[config.mk]
export PLATFORM = sky130hd
export DESIGN_NAME = alu_wb_stage
export DESIGN_NICKNAME = d
export VERILOG_FILES = /design/src/rtl/alu_wb_stage.sv
export SDC_FILE = /design/constraint.sdc
export NUM_CORES = 1
export LEC_CHECK = 0
export CAP_MARGIN = 30
export CORE_ASPECT_RATIO = 1.75
export CORE_UTILIZATION = 25
export CTS_CLUSTER_DIAMETER = 120
export DETAILED_ROUTE_END_ITERATION = 6
export GPL_TIMING_DRIVEN = 0
export HOLD_SLACK_MARGIN = 0.06
export PLACE_DENSITY = 0.46
export RECOVER_POWER = 100
export SYNTH_ARGS = -nofsm -noshare
export SYNTH_HDL_FRONTEND = slang
export SYNTH_SLANG_ARGS = --single-unit
export TNS_END_PERCENT = 10
[constraint.sdc]
create_clock -name CLK -period 1.78 [get_ports CLK]
set_input_delay 0.356 -clock CLK [delete_from_list [all_inputs] [get_ports CLK]]
set_output_delay 0.356 -clock CLK [all_outputs]
set_load 0.005 [all_outputs]
[src/rtl/alu_wb_stage.sv]
// Execute-to-writeback stage: 2-entry skid buffer, architectural flags, branch evaluation.
module alu_wb_stage #(
   parameter int unsigned DW      = 16,
   parameter int unsigned AW      = 3,
   parameter logic [3:0]  INON_OP = 4'b1111
) (
   input  logic          CLK,
   input  logic          RST_N,
   input  logic          IN_VALID,
   output logic          IN_READY,
   input  logic [DW-1:0] ALU_RES,
   input  logic [3:0]    FLAG_IN,
   input  logic [3:0]    S_ALU,
   input  logic [AW-1:0] WB_ADDR,
   input  logic          WB_EN,
   input  logic          FLUSH,
   output logic          OUT_VALID,
   input  logic          OUT_READY,
   output logic [DW-1:0] RESULT,
   output logic [AW-1:0] RD_ADDR,
   output logic          RD_WE,
   output logic [3:0]    FLAG_REG,
   input  logic [2:0]    COND,
   output logic          BR_TAKEN
);

   typedef struct packed {
      logic [DW-1:0] data;
      logic [AW-1:0] addr;
      logic          we;
   } entry_t;

   entry_t     head_q, head_d;
   entry_t     skid_q, skid_d;
   entry_t     in_entry;
   logic       head_valid_q, head_valid_d;
   logic       skid_valid_q, skid_valid_d;
   logic       in_ready_q, in_ready_d;
   logic       rd_we_q, rd_we_d;
   logic [3:0] flag_q, flag_d;
   logic       in_fire;
   logic       out_fire;

   assign in_entry = '{data: ALU_RES, addr: WB_ADDR, we: WB_EN};
   assign in_fire  = IN_VALID & in_ready_q;
   assign out_fire = head_valid_q & OUT_READY;

   // Next-state: skid has priority over a new input when refilling the head.
   always_comb begin
      head_d       = head_q;
      skid_d       = skid_q;
      head_valid_d = head_valid_q;
      skid_valid_d = skid_valid_q;
      flag_d       = flag_q;
      if (FLUSH) begin
         head_valid_d = 1'b0;
         skid_valid_d = 1'b0;
      end else begin
         if (!head_valid_q || out_fire) begin
            if (skid_valid_q) begin
               head_d       = skid_q;
               head_valid_d = 1'b1;
               skid_valid_d = in_fire;
               if (in_fire) begin
                  skid_d = in_entry;
               end
            end else if (in_fire) begin
               head_d       = in_entry;
               head_valid_d = 1'b1;
            end else begin
               head_valid_d = 1'b0;
            end
         end else if (in_fire) begin
            skid_d       = in_entry;
            skid_valid_d = 1'b1;
         end
         if (in_fire && (S_ALU != INON_OP)) begin
            flag_d = FLAG_IN;
         end
      end
      in_ready_d = !skid_valid_d;
      rd_we_d    = head_valid_d & head_d.we;
   end

   // State registers; reset clears all entries and flags immediately.
   always_ff @(posedge CLK or negedge RST_N) begin
      if (!RST_N) begin
         head_q       <= '0;
         skid_q       <= '0;
         head_valid_q <= 1'b0;
         skid_valid_q <= 1'b0;
         in_ready_q   <= 1'b1;
         rd_we_q      <= 1'b0;
         flag_q       <= 4'b0000;
      end else begin
         head_q       <= head_d;
         skid_q       <= skid_d;
         head_valid_q <= head_valid_d;
         skid_valid_q <= skid_valid_d;
         in_ready_q   <= in_ready_d;
         rd_we_q      <= rd_we_d;
         flag_q       <= flag_d;
      end
   end

   // Branch condition from the current flags {S,Z,C,V}.
   always_comb begin
      BR_TAKEN = 1'b0;
      unique case (COND)
         3'b000:  BR_TAKEN = 1'b1;
         3'b001:  BR_TAKEN = flag_q[2];
         3'b010:  BR_TAKEN = !flag_q[2];
         3'b011:  BR_TAKEN = flag_q[3] ^ flag_q[0];
         3'b100:  BR_TAKEN = !(flag_q[3] ^ flag_q[0]);
         3'b101:  BR_TAKEN = flag_q[1];
         3'b110:  BR_TAKEN = !flag_q[1];
         default: BR_TAKEN = 1'b0;
      endcase
   end

   assign IN_READY  = in_ready_q;
   assign OUT_VALID = head_valid_q;
   assign RESULT    = head_q.data;
   assign RD_ADDR   = head_q.addr;
   assign RD_WE     = rd_we_q;
   assign FLAG_REG  = flag_q;

endmodule
# Word-level counts from Yosys, hierarchy flattened
# Index checks and enable logic that the tools add are counted.
dict set report totals {
  regBits 48
  in_bits 36
  out_inout_bits 27
  wordCells 52
}
dict set report classes {
  eq_ne 8
  muxes 16
  n_bitwise 5
  n_reduce_logical 12
}
# op count
set op_table {}
lappend op_table {{2-to-1 mux 20 bit} 5}
lappend op_table {{2-to-1 mux 1 bit} 10}
lappend op_table {{== test 3 bit, second input constant} 3}
lappend op_table {{one-hot mux 1 bit (7 select lines)} 1}
lappend op_table {{== test 3 x 2 -> 1 bit, second input constant} 2}
lappend op_table {{logical NOT 1 bit} 5}
lappend op_table {{inequality test 4 bit, second input constant} 1}
lappend op_table {{AND reduction 2 bit} 2}
lappend op_table {{AND 1 bit} 3}
lappend op_table {{== test 3 x 1 -> 1 bit, second input constant} 1}
lappend op_table {{logical NOT 3 bit} 1}
lappend op_table {{AND reduction 3 bit} 1}
lappend op_table {{inequality test 2 bit, second input constant} 1}
lappend op_table {{nonzero test 2 bit} 1}
lappend op_table {{logical AND 1 bit} 1}
lappend op_table {{logical OR 1 bit} 1}
lappend op_table {{inverter 1 bit} 1}
lappend op_table {{bitwise XOR 1 bit} 1}

# Longest topological paths before layout
dict set report logic_depth {
  word_depth 6
  depth_mapped 5
  ltp_nobuf 3
}

# Least setup slack after synthesis
# Ideal clock, no wire load.
dict set report synth_timing {
  kind {input to output}
  from {input port COND[1]}
  to {output port BR_TAKEN}
  arrival_ns 1.137
  required_ns 1.424
  slack_ns 0.287
  stages 3
  path_buffers 0
  path_cell_list {or4b_2 > nand4_1 > a311oi_1}
}
dict set report synth_via {
  elab_chain_len 2
  word_cells_on_any_way 8
  classes_between {eq/ne (6); mux (1); reduce/logical (1)}
}
# item line_no
set synth_lines {}
lappend synth_lines {{start: declaration} 23} ;# input logic [2:0] COND,
lappend synth_lines {{== test 3 bit, or another cell as far along} 109} ;# unique case (COND)
lappend synth_lines {{one-hot mux 1 bit (7 select lines) *} 109}
lappend synth_lines {{end: declaration} 24} ;# output logic BR_TAKEN
# Every way passes the cells marked *; elsewhere a longest branch is shown, timed or not.

# Worst setup path in the final report
dict set report layout_timing {
  from {register flag_q[2], in the netlist FLAG_REG[2]}
  to {output port BR_TAKEN}
}
dict set report layout_via {
  elab_chain_len 2
}
# item line_no
set layout_lines {}
lappend layout_lines {{start: declaration} 40} ;# logic [3:0] flag_q, flag_d;
lappend layout_lines {{start signal: assignment} 102} ;# flag_q <= flag_d;
lappend layout_lines {{logical NOT 1 bit} 112} ;# 3'b010: BR_TAKEN = !flag_q[2];
lappend layout_lines {{one-hot mux 1 bit (7 select lines) *} 109}
# Marks and branches as above.

==> results.yml <==
floorplan:
  num_rows: 46
  num_io_pins: 63
  fp.coreArea_um2: 9150
  die_area_um2: 9970
  initial_core_util: 0.261
  dieWidth_um: 75.9
  die_h_um: 131
sta:
  fin_crit_sh: 1.02
  max_slew_margin: -0.0111
  skew_ns: 0.00538
  slew_viol_final: 25
  clock.fmax_ghz: 0.553
  worst_pin_slew_ns: 1.52
  rsz0062_at_grt: "true"
  finalSetupViolations: 1
  hold_viol: 0
  finalCriticalPeriod_ns: 1.81
  postLayoutSetupSlackWorst_ns: -0.0299
logic_synthesis:
  synth-async-reset-ratio: 1.00
  yosys.area.top_type: "dfrtp_1"
  synth_nets: 203
  synth.distinct_cells: 33
  synth_common_cells: "dfrtp_1, mux2_2, mux2_4, buf_4, a22o_1"
  seq_area_frac_synth: 0.503
  synth_most_common_cell: "dfrtp_1"
  synth_top_area_share: 0.492
  synthTopCellsByArea: "dfrtp_1, mux2_4, mux2_2, a22o_1, buf_4"
  syn_avg_cell_area_um2: 14.3
  yosys_warnings: 0
  ys.flop_type: "dfrtp_1"
  synth_edf_count: 0
  synth-seq-cells: 48
  synthCells: 167
  syn-cell-area_um2: 2390
clock_network:
  cts_root_buf: "clkbuf_16"
  cts_sinks: 48
  clk_pin_slew_worst_paths_ns: 0.06
  cts.htree.levels: 2
  clockBufferDepth: 2
  tritoncts: "yes"
  clock_latency_ns: 0.29
  hold_buffers: 0
  cts_buffers: 5
detailed_routing:
  drt-pass1-iter-count: 4
  first_iter_violations: 55
  drtAntennaViolNets: 0
  drt-total-wl_um: 5270
  drc: 0
  viasPerCell: 4.26
  vias: 1524
  routedWlPerCell_um: 14.7
finish:
  antennaDiodeCount: 0
  syn_to_final_growth_pct: 39.6
  nNetsFinal: 274
  drive_above_1_share: 0.349
worst_setup_path:
  crit_buf_inv: 1
  r2r_cells: 5
  cp_max_fo: 2
  cp_slowest_cell: "or4b_4"
  rr_endpoint: "RESULT[0]$_DFFE_PN0P_"
  required_ns: 1.42
  critPathKind: "register to primary output"
  critPathArrivalTime_ns: 1.45
  worstSetupEndpointType: "primary output"
  timing.rr.start: "OUT_VALID$_DFF_PN0_"
  r2r_slack_ns: 0.13
  worstPathCellList: "or4b_4 > nand4_1 > a311oi_1 > buf_2"
  worstSetupStartpointType: "register"
  max_stage_delay_ns: 0.48
  critPathTopFamily: "simple AND/OR/NAND/NOR gates"
pwr:
  internal-power_mw: 2.69
  switchingPower_uw: 762
  p_sw_frac: 0.221
  power.density_nw_per_um2: 1030
  sequentialPowerShare: 0.420
  p_leak_nw: 1.52
  p_comb_frac: 0.234
  power.total_mw: 3.45
  peakVddDrop_mv: 0.446
  pwr-share-clk: 0.346
global_route:
  grt_max_degree: 26
  grt_pass1_wl_um: 8710
  overflow: 0
  antenna_found_initial: 0
  grtUsageTotal: 0.116
  grt_pass1_vias: 1684
run_status:
  violations: "capacitance limit, slew limit, setup timing"
  status: "finished with violations"
run:
  maxCapViolCount: 1
placement:
  numPortBuffers: 62
  dp_hpwl_um: 3760
  place_ws_ns: -0.710
  gp_congestion: 0.660
worst_hold_path:
  hold_path.class: "primary input to asynchronous set/reset pin"
==> sequential cells by signal, indices dropped and copies added, names as in the netlist <==
signal	count
skid_q	20
RESULT	16
FLAG_REG	4
RD_ADDR	3
IN_READY	1
OUT_VALID	1
RD_WE	1
head_q	1
skid_valid_q	1
==> area by class of cell <==
cell class,instances,area [µm²]
sequential,48,1200
buffer,29,226
tap,120,150
fill,874,5820
inverter,2,7.51
clock inverter,2,60.1
multi-input combinational,88,926
timing repair buffer,64,638
clock buffer,5,125
==> cell families after synthesis <==
| logic type | count (synthesis) | synth area share |
|---|---|---|
| AO/OA/AOI/OAI | 25 | 0.0953 |
| XOR/XNOR | 1 | 0.00367 |
| adder cells (fa/ha/maj) | 1 | 0.00419 |
| buffers and inverters | 31 | 0.104 |
| flip-flops | 48 | 0.503 |
| multiplexers | 44 | 0.239 |
| AND/OR/NAND/NOR | 17 | 0.0513 |
==> repair_timing <==
| action | CTS | global route |
|---|---|---|
| gates cloned | 0 | 0 |
| gates resized for setup | 9 | 1 |
| hold endpoints to repair | 0 | 0 |
| buffers inserted | 1 | 0 |
| setup endpoints to repair | 1 | 1 |
| pin swaps | 2 | 0 |
==> worst reg2reg max path: cells and delay by family (launching register included) <==
kind	cells	cell delay, ns
mux	1	0.35
buf+inv	2	0.47
flops	1	0.36
simple gates	2	0.36
==> cells in the final DEF, fill, tap and decap left out, types with 2 or more instances in the layout <==
cell type	netlist	routed
buf_4	19	21
clkbuf_16	0	5
inv_1	2	2
mux2_4	20	17
a22o_1	18	18
nand3_1	2	2
mux2_2	24	24
dlygate4sd3_1	0	25
a21oi_1	2	2
dlygate4sd2_1	0	2
clkbuf_1	1	3
bufinv_16	0	2
buf_2	1	2
and2_1	3	2
buf_6	6	6
mux2_1	0	3
clkdlybuf4s50_1	0	32
nand4_1	2	2
dfrtp_1	47	47
==> power by group through the flow <==
stage / clock, mW / sequential [mW] / combinational [mW]
6_report: 1.19 / 1.45 / 0.807
5_1_grt: 1.28 / 1.48 / 0.881
2_1_floorplan: 0 / 1.44 / 0.502
3_3_place_gp: 0 / 1.46 / 0.857
4_1_cts: 1.24 / 1.45 / 0.879
3_5_place_dp: 0 / 1.47 / 0.873
==> stage by stage <==
stage	std cells	utilization	hold slack, ns	area, µm²	setup TNS, ns
finish	358	0.365	0.428	3340	-0.0299
global placement	349	0.345	0.484	3160	-65.34
floorplan	167	-	0.0604	2390	0
detailed placement	350	0.347	0.416	3180	-7.03
CTS	358	0.368	0.108	3360	-0.0241
global route	358	0.365	0.509	3340	-0.342
==> how the worst max path moves through the flow <==
stage                                        from                     to  slack, ns  cells after the start
final                     FLAG_REG[2]$_DFFE_PN0P_               BR_TAKEN      -0.03                      4
after CTS                 FLAG_REG[2]$_DFFE_PN0P_               BR_TAKEN      -0.02                      4
after floorplan                           COND[1]               BR_TAKEN       0.29                      3
after detailed placement                  COND[1]               BR_TAKEN      -0.71                      5
after global routing      FLAG_REG[2]$_DFFE_PN0P_               BR_TAKEN       -0.1                      4
after global placement                      RST_N  skid_q[2]$_DFFE_PN0P_      -1.23                      1
==> layer usage <==
metal  share of wire  global-route usage
met3           0.028              0.0188
met2            0.55               0.211
met1            0.40               0.127
met4           0.024              0.0609
met5               0                   0
(Power assumes the default switching activity.)
